<file path="src/rtl/apb_protocol_checker22.sv">
// Passive APB3 protocol checker: tracks transfers and flags violations in a sticky vector.
// Latency: bus sampled on each pclock22 rise, every output registered (1 cycle).
// Backpressure: none, monitor only; follows pready22 stalls and drives no bus signal.
//
// Ports: APB bus inputs (paddr22, prwd22, pwdata22, penable22, psel22, prdata22,
//        pslverr22, pready22), control inputs chk_en22 / err_clr22, outputs
//        err_vec22 / err_pulse22 (violations), xfer_cnt22 / slverr_cnt22 / max_wait22
//        (saturating statistics) and xfer_done22 (completion strobe).
// Optional X/Z checking (err_vec22[7]) is compiled in when APB_CHK_XZ_EN is defined.
module apb_protocol_checker22 #(
    parameter int PADDR_WIDTH22  = 32,
    parameter int PWDATA_WIDTH22 = 32,
    parameter int PRDATA_WIDTH22 = 32,
    parameter int NUM_SLAVES22   = 16,
    parameter int TIMEOUT_CYC22  = 256,
    parameter int CNT_WIDTH22    = 16
) (
    input  logic                      pclock22,
    input  logic                      preset22,
    input  logic [PADDR_WIDTH22-1:0]  paddr22,
    input  logic                      prwd22,
    input  logic [PWDATA_WIDTH22-1:0] pwdata22,
    input  logic                      penable22,
    input  logic [NUM_SLAVES22-1:0]   psel22,
    input  logic [PRDATA_WIDTH22-1:0] prdata22,
    input  logic                      pslverr22,
    input  logic                      pready22,
    input  logic                      chk_en22,
    input  logic                      err_clr22,
    output logic [7:0]                err_vec22,
    output logic                      err_pulse22,
    output logic [CNT_WIDTH22-1:0]    xfer_cnt22,
    output logic [CNT_WIDTH22-1:0]    slverr_cnt22,
    output logic [CNT_WIDTH22-1:0]    max_wait22,
    output logic                      xfer_done22
);

    localparam int WW = $clog2(TIMEOUT_CYC22 + 1);

    // IDLE: no transfer; SETUP: last sampled cycle was a setup phase;
    // ACCESS: last sampled cycle was an access phase stalled by pready22=0.
    typedef enum logic [1:0] {IDLE = 2'd0, SETUP = 2'd1, ACCESS = 2'd2} state_t;

    state_t                    state_q, state_d;
    logic [WW-1:0]             wait_q, wait_d;
    logic [NUM_SLAVES22-1:0]   cap_sel_q;
    logic [PADDR_WIDTH22-1:0]  cap_addr_q;
    logic                      cap_wr_q;
    logic [PWDATA_WIDTH22-1:0] cap_wdat_q;
    logic                      arm_q, arm_d;
    logic                      capture, cmpl, chk_eff;
    logic [7:0]                set_raw, set_bits;
    logic                      any_sel, multi_sel, mismatch;
    logic [NUM_SLAVES22-1:0]   psel_m1;
    logic [CNT_WIDTH22-1:0]    wait_ext;
    logic                      prdata_unused;

    assign any_sel   = |psel22;
    assign psel_m1   = psel22 - NUM_SLAVES22'(1);
    // Clearing the lowest set bit leaves something only if two or more bits were set.
    assign multi_sel = |(psel22 & psel_m1);
    assign mismatch  = (paddr22 != cap_addr_q) || (prwd22 != cap_wr_q) ||
                       (psel22 != cap_sel_q) || (cap_wr_q && (pwdata22 != cap_wdat_q));
    assign wait_ext  = CNT_WIDTH22'(wait_q);
    assign prdata_unused = ^prdata22;

    always_comb begin
        state_d = state_q;
        wait_d  = wait_q;
        capture = 1'b0;
        cmpl    = 1'b0;
        set_raw = 8'h00;
        set_raw[0] = multi_sel;
        set_raw[6] = xfer_done22 & penable22;
        case (state_q)
            IDLE: begin
                // The cycle right after a completion is owned by bit 6.
                set_raw[1] = penable22 & ~xfer_done22;
                if (any_sel && !penable22) begin
                    capture = 1'b1;
                    state_d = SETUP;
                    wait_d  = '0;
                end
            end
            SETUP, ACCESS: begin
                if (any_sel && penable22) begin
                    set_raw[3] = mismatch;
                    if (pready22) begin
                        cmpl    = 1'b1;
                        state_d = IDLE;
                        wait_d  = '0;
                    end else begin
                        state_d = ACCESS;
                        if (wait_q != WW'(TIMEOUT_CYC22)) wait_d = wait_q + WW'(1);
                        // Fires only on the step that reaches the limit, so once per transfer.
                        set_raw[4] = (wait_q == WW'(TIMEOUT_CYC22 - 1));
                    end
                end else if (!any_sel) begin
                    set_raw[5] = (state_q == ACCESS) & ~pready22;
                    state_d    = IDLE;
                    wait_d     = '0;
                end else begin
                    // Selected with penable low: abandon the transfer and treat as a new setup.
                    set_raw[2] = (state_q == ACCESS) & ~pready22;
                    capture    = 1'b1;
                    state_d    = SETUP;
                    wait_d     = '0;
                end
            end
            default: begin
                state_d = IDLE;
                wait_d  = '0;
            end
        endcase
`ifdef APB_CHK_XZ_EN
        set_raw[7] = $isunknown(penable22) | $isunknown(psel22)
                   | (any_sel & ($isunknown(paddr22) | $isunknown(prwd22)
                                 | (prwd22 & $isunknown(pwdata22))))
                   | (cmpl & ($isunknown(pslverr22) | (~cap_wr_q & $isunknown(prdata22))));
`endif
    end

    // Once checking is switched off it stays off until a new setup phase is seen.
    assign chk_eff  = chk_en22 & (arm_q | capture);
    assign arm_d    = capture ? chk_en22 : (arm_q & chk_en22);
    assign set_bits = chk_eff ? set_raw : 8'h00;

    always_ff @(posedge pclock22 or negedge preset22) begin
        if (!preset22) begin
            state_q      <= IDLE;
            wait_q       <= '0;
            cap_sel_q    <= '0;
            cap_addr_q   <= '0;
            cap_wr_q     <= 1'b0;
            cap_wdat_q   <= '0;
            arm_q        <= 1'b1;
            err_vec22    <= 8'h00;
            err_pulse22  <= 1'b0;
            xfer_done22  <= 1'b0;
            xfer_cnt22   <= '0;
            slverr_cnt22 <= '0;
            max_wait22   <= '0;
        end else begin
            state_q     <= state_d;
            wait_q      <= wait_d;
            arm_q       <= arm_d;
            if (capture) begin
                cap_sel_q  <= psel22;
                cap_addr_q <= paddr22;
                cap_wr_q   <= prwd22;
                cap_wdat_q <= pwdata22;
            end
            // A bit being set wins over a clear on the same edge.
            err_vec22   <= (err_clr22 ? 8'h00 : err_vec22) | set_bits;
            err_pulse22 <= |(set_bits & ~err_vec22);
            xfer_done22 <= cmpl;
            if (cmpl) begin
                if (xfer_cnt22 != '1) xfer_cnt22 <= xfer_cnt22 + CNT_WIDTH22'(1);
                if (pslverr22 && (slverr_cnt22 != '1))
                    slverr_cnt22 <= slverr_cnt22 + CNT_WIDTH22'(1);
                if (wait_ext > max_wait22) max_wait22 <= wait_ext;
            end
        end
    end

endmodule

</file>
<file path="config.mk">
export PLATFORM = sky130hd
export DESIGN_NAME = apb_protocol_checker22
export DESIGN_NICKNAME = d
export VERILOG_FILES = /design/src/rtl/apb_protocol_checker22.sv
export SDC_FILE = /design/constraint.sdc
export NUM_CORES = 1
export LEC_CHECK = 0
export BUFFER_PORTS_ARGS = -buffer_cell sky130_fd_sc_hd__buf_2
export CAP_MARGIN = 0
export CELL_PAD_IN_SITES_DETAIL_PLACEMENT = 0
export CELL_PAD_IN_SITES_GLOBAL_PLACEMENT = 1
export CORE_UTILIZATION = 39
export CTS_BUF_LIST = sky130_fd_sc_hd__clkbuf_2
export CTS_CLUSTER_SIZE = 20
export DETAILED_ROUTE_END_ITERATION = 8
export HOLD_SLACK_MARGIN = 0.12
export PLACE_DENSITY = 0.86
export SYNTH_ARGS = -nofsm -noshare
export SYNTH_HDL_FRONTEND = slang
export SYNTH_SLANG_ARGS = --single-unit
</file>
<file path="constraint.sdc">
create_clock -name pclock22 -period 6.2 [get_ports pclock22]
set_clock_uncertainty 0.15 [all_clocks]
set_input_delay 0.62 -clock pclock22 [delete_from_list [all_inputs] [get_ports pclock22]]
set_output_delay 0.62 -clock pclock22 [all_outputs]
set_load 0.1 [all_outputs]
</file>
==> flow_summary_export.csv <==
group,metric,value,unit
drt,drc,0,
cts,clk_latency,700,ps
synthesis,synth_flop_cell,"dfrtp_1",
global_routing,grt_max_degree,83,
status,status,"complete, no violations",
drt,vias,5365,
power_and_ir_drop,peakVddDrop,0.3404,mV
timing,period_share,0.5137,
global_routing,grt_pass1_vias,5437,
drt,antenna_left,0,
synthesis,syn_area,7566,um2
synthesis,synth-async-reset-ratio,1.000,
worst_setup_path,timing.rr.end,"max_wait22[6]$_DFFE_PN0P_",
finish,layout-drive-gt1-share,0.3200,
die,start_util,0.4018,
synthesis,yosysUniqueCellTypes,52,
synthesis,ys_top_cells_by_area,"dfrtp_1 (47%), mux2_4 (17%), xor2_1 (9.5%)",
cts,path_clk_slew,240,ps
synthesis,yosysTopAreaCellShare,0.4697,
synthesis,synth_edf_count,0,
job,maxCapViolations,0,
global_routing,grt_overflow,0,
synthesis,syn_inst,605,
power_and_ir_drop,p_leak,4.628,nW
die,ios,178,
die,dieArea,19960,um2
timing,hold_violations,0,
synthesis,yosys.area.top_type,"dfrtp_1",
placed_design,place_ws,2779,ps
worst_setup_path,crit_type,"input port to flip-flop",
timing,tns,0,ps
timing,period_needed,3185,ps
worst_setup_path,worstRegToRegCells,8,
die,core-area,18830,um2
cts,clock_path_buffers,2,
timing,timing.fmax,0.3140,GHz
timing,setup_viol,0,
drt,dr.pass1.iters,4,
timing,grt_setup_unrepaired,"false",
cts,tritoncts,"yes",
worst_setup_path,reg2reg_from,"wait_q[1]$_DFFE_PN0P_",
global_routing,gr-usage-all-layers,0.1784,
synthesis,yosysSeqAreaShare,0.4731,
drt,drt_iter0_markers,220,
drt,viasPerCell,4.807,
drt,drt_wl_total,17.04,mm
placed_design,portBuffers,137,
finish,nets,977,
timing,maxSlewViolCount,0,
cts,htreeDepth,4,
global_routing,antenna_found_initial,3,
worst_setup_path,critPathArrivalTime,3640,ps
worst_setup_path,cp.required,6650,ps
synthesis,syn_avg_cell_area,12.51,um2
worst_hold_path,min_path_type,"input port to asynchronous set/reset pin",
finish,area_growth,27.47,%
placed_design,gp_congestion,0.7782,
global_routing,grt_pass1_wl,27.66,mm
die,die-height,141.3,um
finish,post-route-util,0.5122,
cts,cts_setup_buffers,0,
timing,tightest_slew,950.4,ps
timing,slew_headroom,0.3664,
power_and_ir_drop,finalPower,3.694,mW
finish,nFillCells,1660,
worst_setup_path,r2r_setup_slack,3310,ps
cts,root_buffer,"clkbuf_2",
drt,routedWlPerCell,15.27,um
worst_setup_path,crit_fanout,33,
worst_setup_path,startpoint_type,"input port",
timing,hold_slack,349.2,ps
synthesis,yosys_register_bits,143,
worst_setup_path,end_kind,"flip-flop",
cts,cts.sinks,143,
timing,postLayoutSetupSlackWorst,3015,ps
synthesis,yosys_warnings,0,
placed_design,dp_hpwl,11.14,mm
power_and_ir_drop,power_density,383.0,nW/um2
cts,cts_buffers,17,
die,die_w,141.3,um
die,std_cell_rows,50,
## how the worst max path moves through the flow
stage | startpoint | end | slack (ps) | depth (start not counted)
floorplan | max_wait22[1]$_DFFE_PN0P_ | max_wait22[0]$_DFFE_PN0P_ | 2860 | 9
global placement | psel22[2] | err_pulse22$_DFF_PN0_ | 2860 | 9
detailed placement | psel22[2] | err_pulse22$_DFF_PN0_ | 2780 | 9
CTS | psel22[2] | err_pulse22$_DFF_PN0_ | 3110 | 10
global route | psel22[2] | err_pulse22$_DFF_PN0_ | 2860 | 10
finish | psel22[3] | err_pulse22$_DFF_PN0_ | 3020 | 10
## worst max-delay path: stages
cell and delay (ps):
dlygate4sd3_1 540, buf_2 170, nor4_1 580, and3_1 400, a21o_2 250, nor3_2 70, buf_4 300, o21a_1 340
o21ai_0 180, o221ai_1 180
## metrics by stage
step | std cells | cell area, um2
finish | 1116 | 9644
CTS | 1113 | 9637
floorplan | 612 | 7592
global route | 1116 | 9644
detailed placement | 994 | 8472
global placement | 994 | 8472
## Yosys cell counts, types with 2 or more instances
cell type and number:
xnor2_1 32, and3_1 8, nor2b_1 4, mux2_4 86
nand3_1 15, nand4_1 16, o21ai_0 17, nand2_1 29
o22ai_1 2, dfrtp_1 142, o21a_1 5, a21oi_1 6
mux2_2 4, nand2b_1 5, a211oi_1 4, nor2_1 28
xor2_1 82, mux2i_1 2, ha_1 17, and4_1 3
o2bb2ai_1 2, a32o_1 4, and2_1 2, nor4_1 20
buf_4 8, inv_1 21, buf_6 9, nor3_1 8
## state kept, by name (all words and copies together) (netlist names)
signal	count
max_wait22	9
cap_addr_q	32
arm_q	1
state_q	2
err_vec22	7
cap_sel_q	16
slverr_cnt22	16
xfer_cnt22	16
cap_wdat_q	32
wait_q	9
err_pulse22	1
xfer_done22	1
cap_wr_q	1
## per-layer routing
layer  part of all wire  up-vias  global-route usage
li1                   -     2580                   -
met1               0.48     2652              0.2413
met2               0.47      118              0.2835
met3              0.039       15             0.04050
met4              0.013        0             0.05664
met5                  0        -                   0
## final cells by class
cell class,count,area [um2],area share
Inverter,21,78.83,0.008173
Multi-Input combinational cell,430,3774,0.3913
Tap cell,260,325.3,0.03373
Antenna cell,3,7.507,0.0007784
Timing Repair Buffer,227,1585,0.1644
Clock inverter,15,209.0,0.02167
Sequential cell,143,3580,0.3712
Clock buffer,17,85.08,0.008822
## power by group
part           switching [mW]  internal (mW)
logic                   0.772          0.775
clock network           0.376          0.271
registers               0.250           1.25
## cell usage in the layout (no fill, tap or decap), types with 4 or more instances in the layout
cell,count
xor2_1,82
o21ai_0,17
nor4_1,20
bufinv_16,4
and3_1,8
a21oi_1,6
nand4_1,16
conb_1,8
clkbuf_2,17
clkinvlp_4,4
a211oi_1,4
mux2_2,4
buf_2,136
nand3_1,15
nand2_1,29
nand2b_1,5
ha_1,17
nor3_1,7
a32o_1,4
dfrtp_1,142
dlygate4sd3_1,87
o21a_1,5
mux2_4,86
xnor2_1,32
nor2b_1,4
inv_1,21
nor2_1,28
## cell families (layout without fill, tap and decap cells)
logic type | count (synthesis) | after routing | synth area share
DFF | 143 | 143 | 0.4731
and+or+nand+nor | 145 | 145 | 0.1014
xor gates and xnor gates | 114 | 114 | 0.1320
AOI/OAI and AO/OA | 53 | 53 | 0.05209
muxes | 92 | 92 | 0.1793
buffers and inverters | 39 | 280 | 0.03225
other | 1 | 11 | 0.0004956
adders and majority gates | 18 | 18 | 0.02944
## repair_timing
action | in CTS | in global routing
hold endpoints to repair | 178 | 0
hold buffers | 87 | 0
setup endpoints to repair | 0 | 0
resized for setup | 0 | 0
Power figures use the tool's default switching activity.
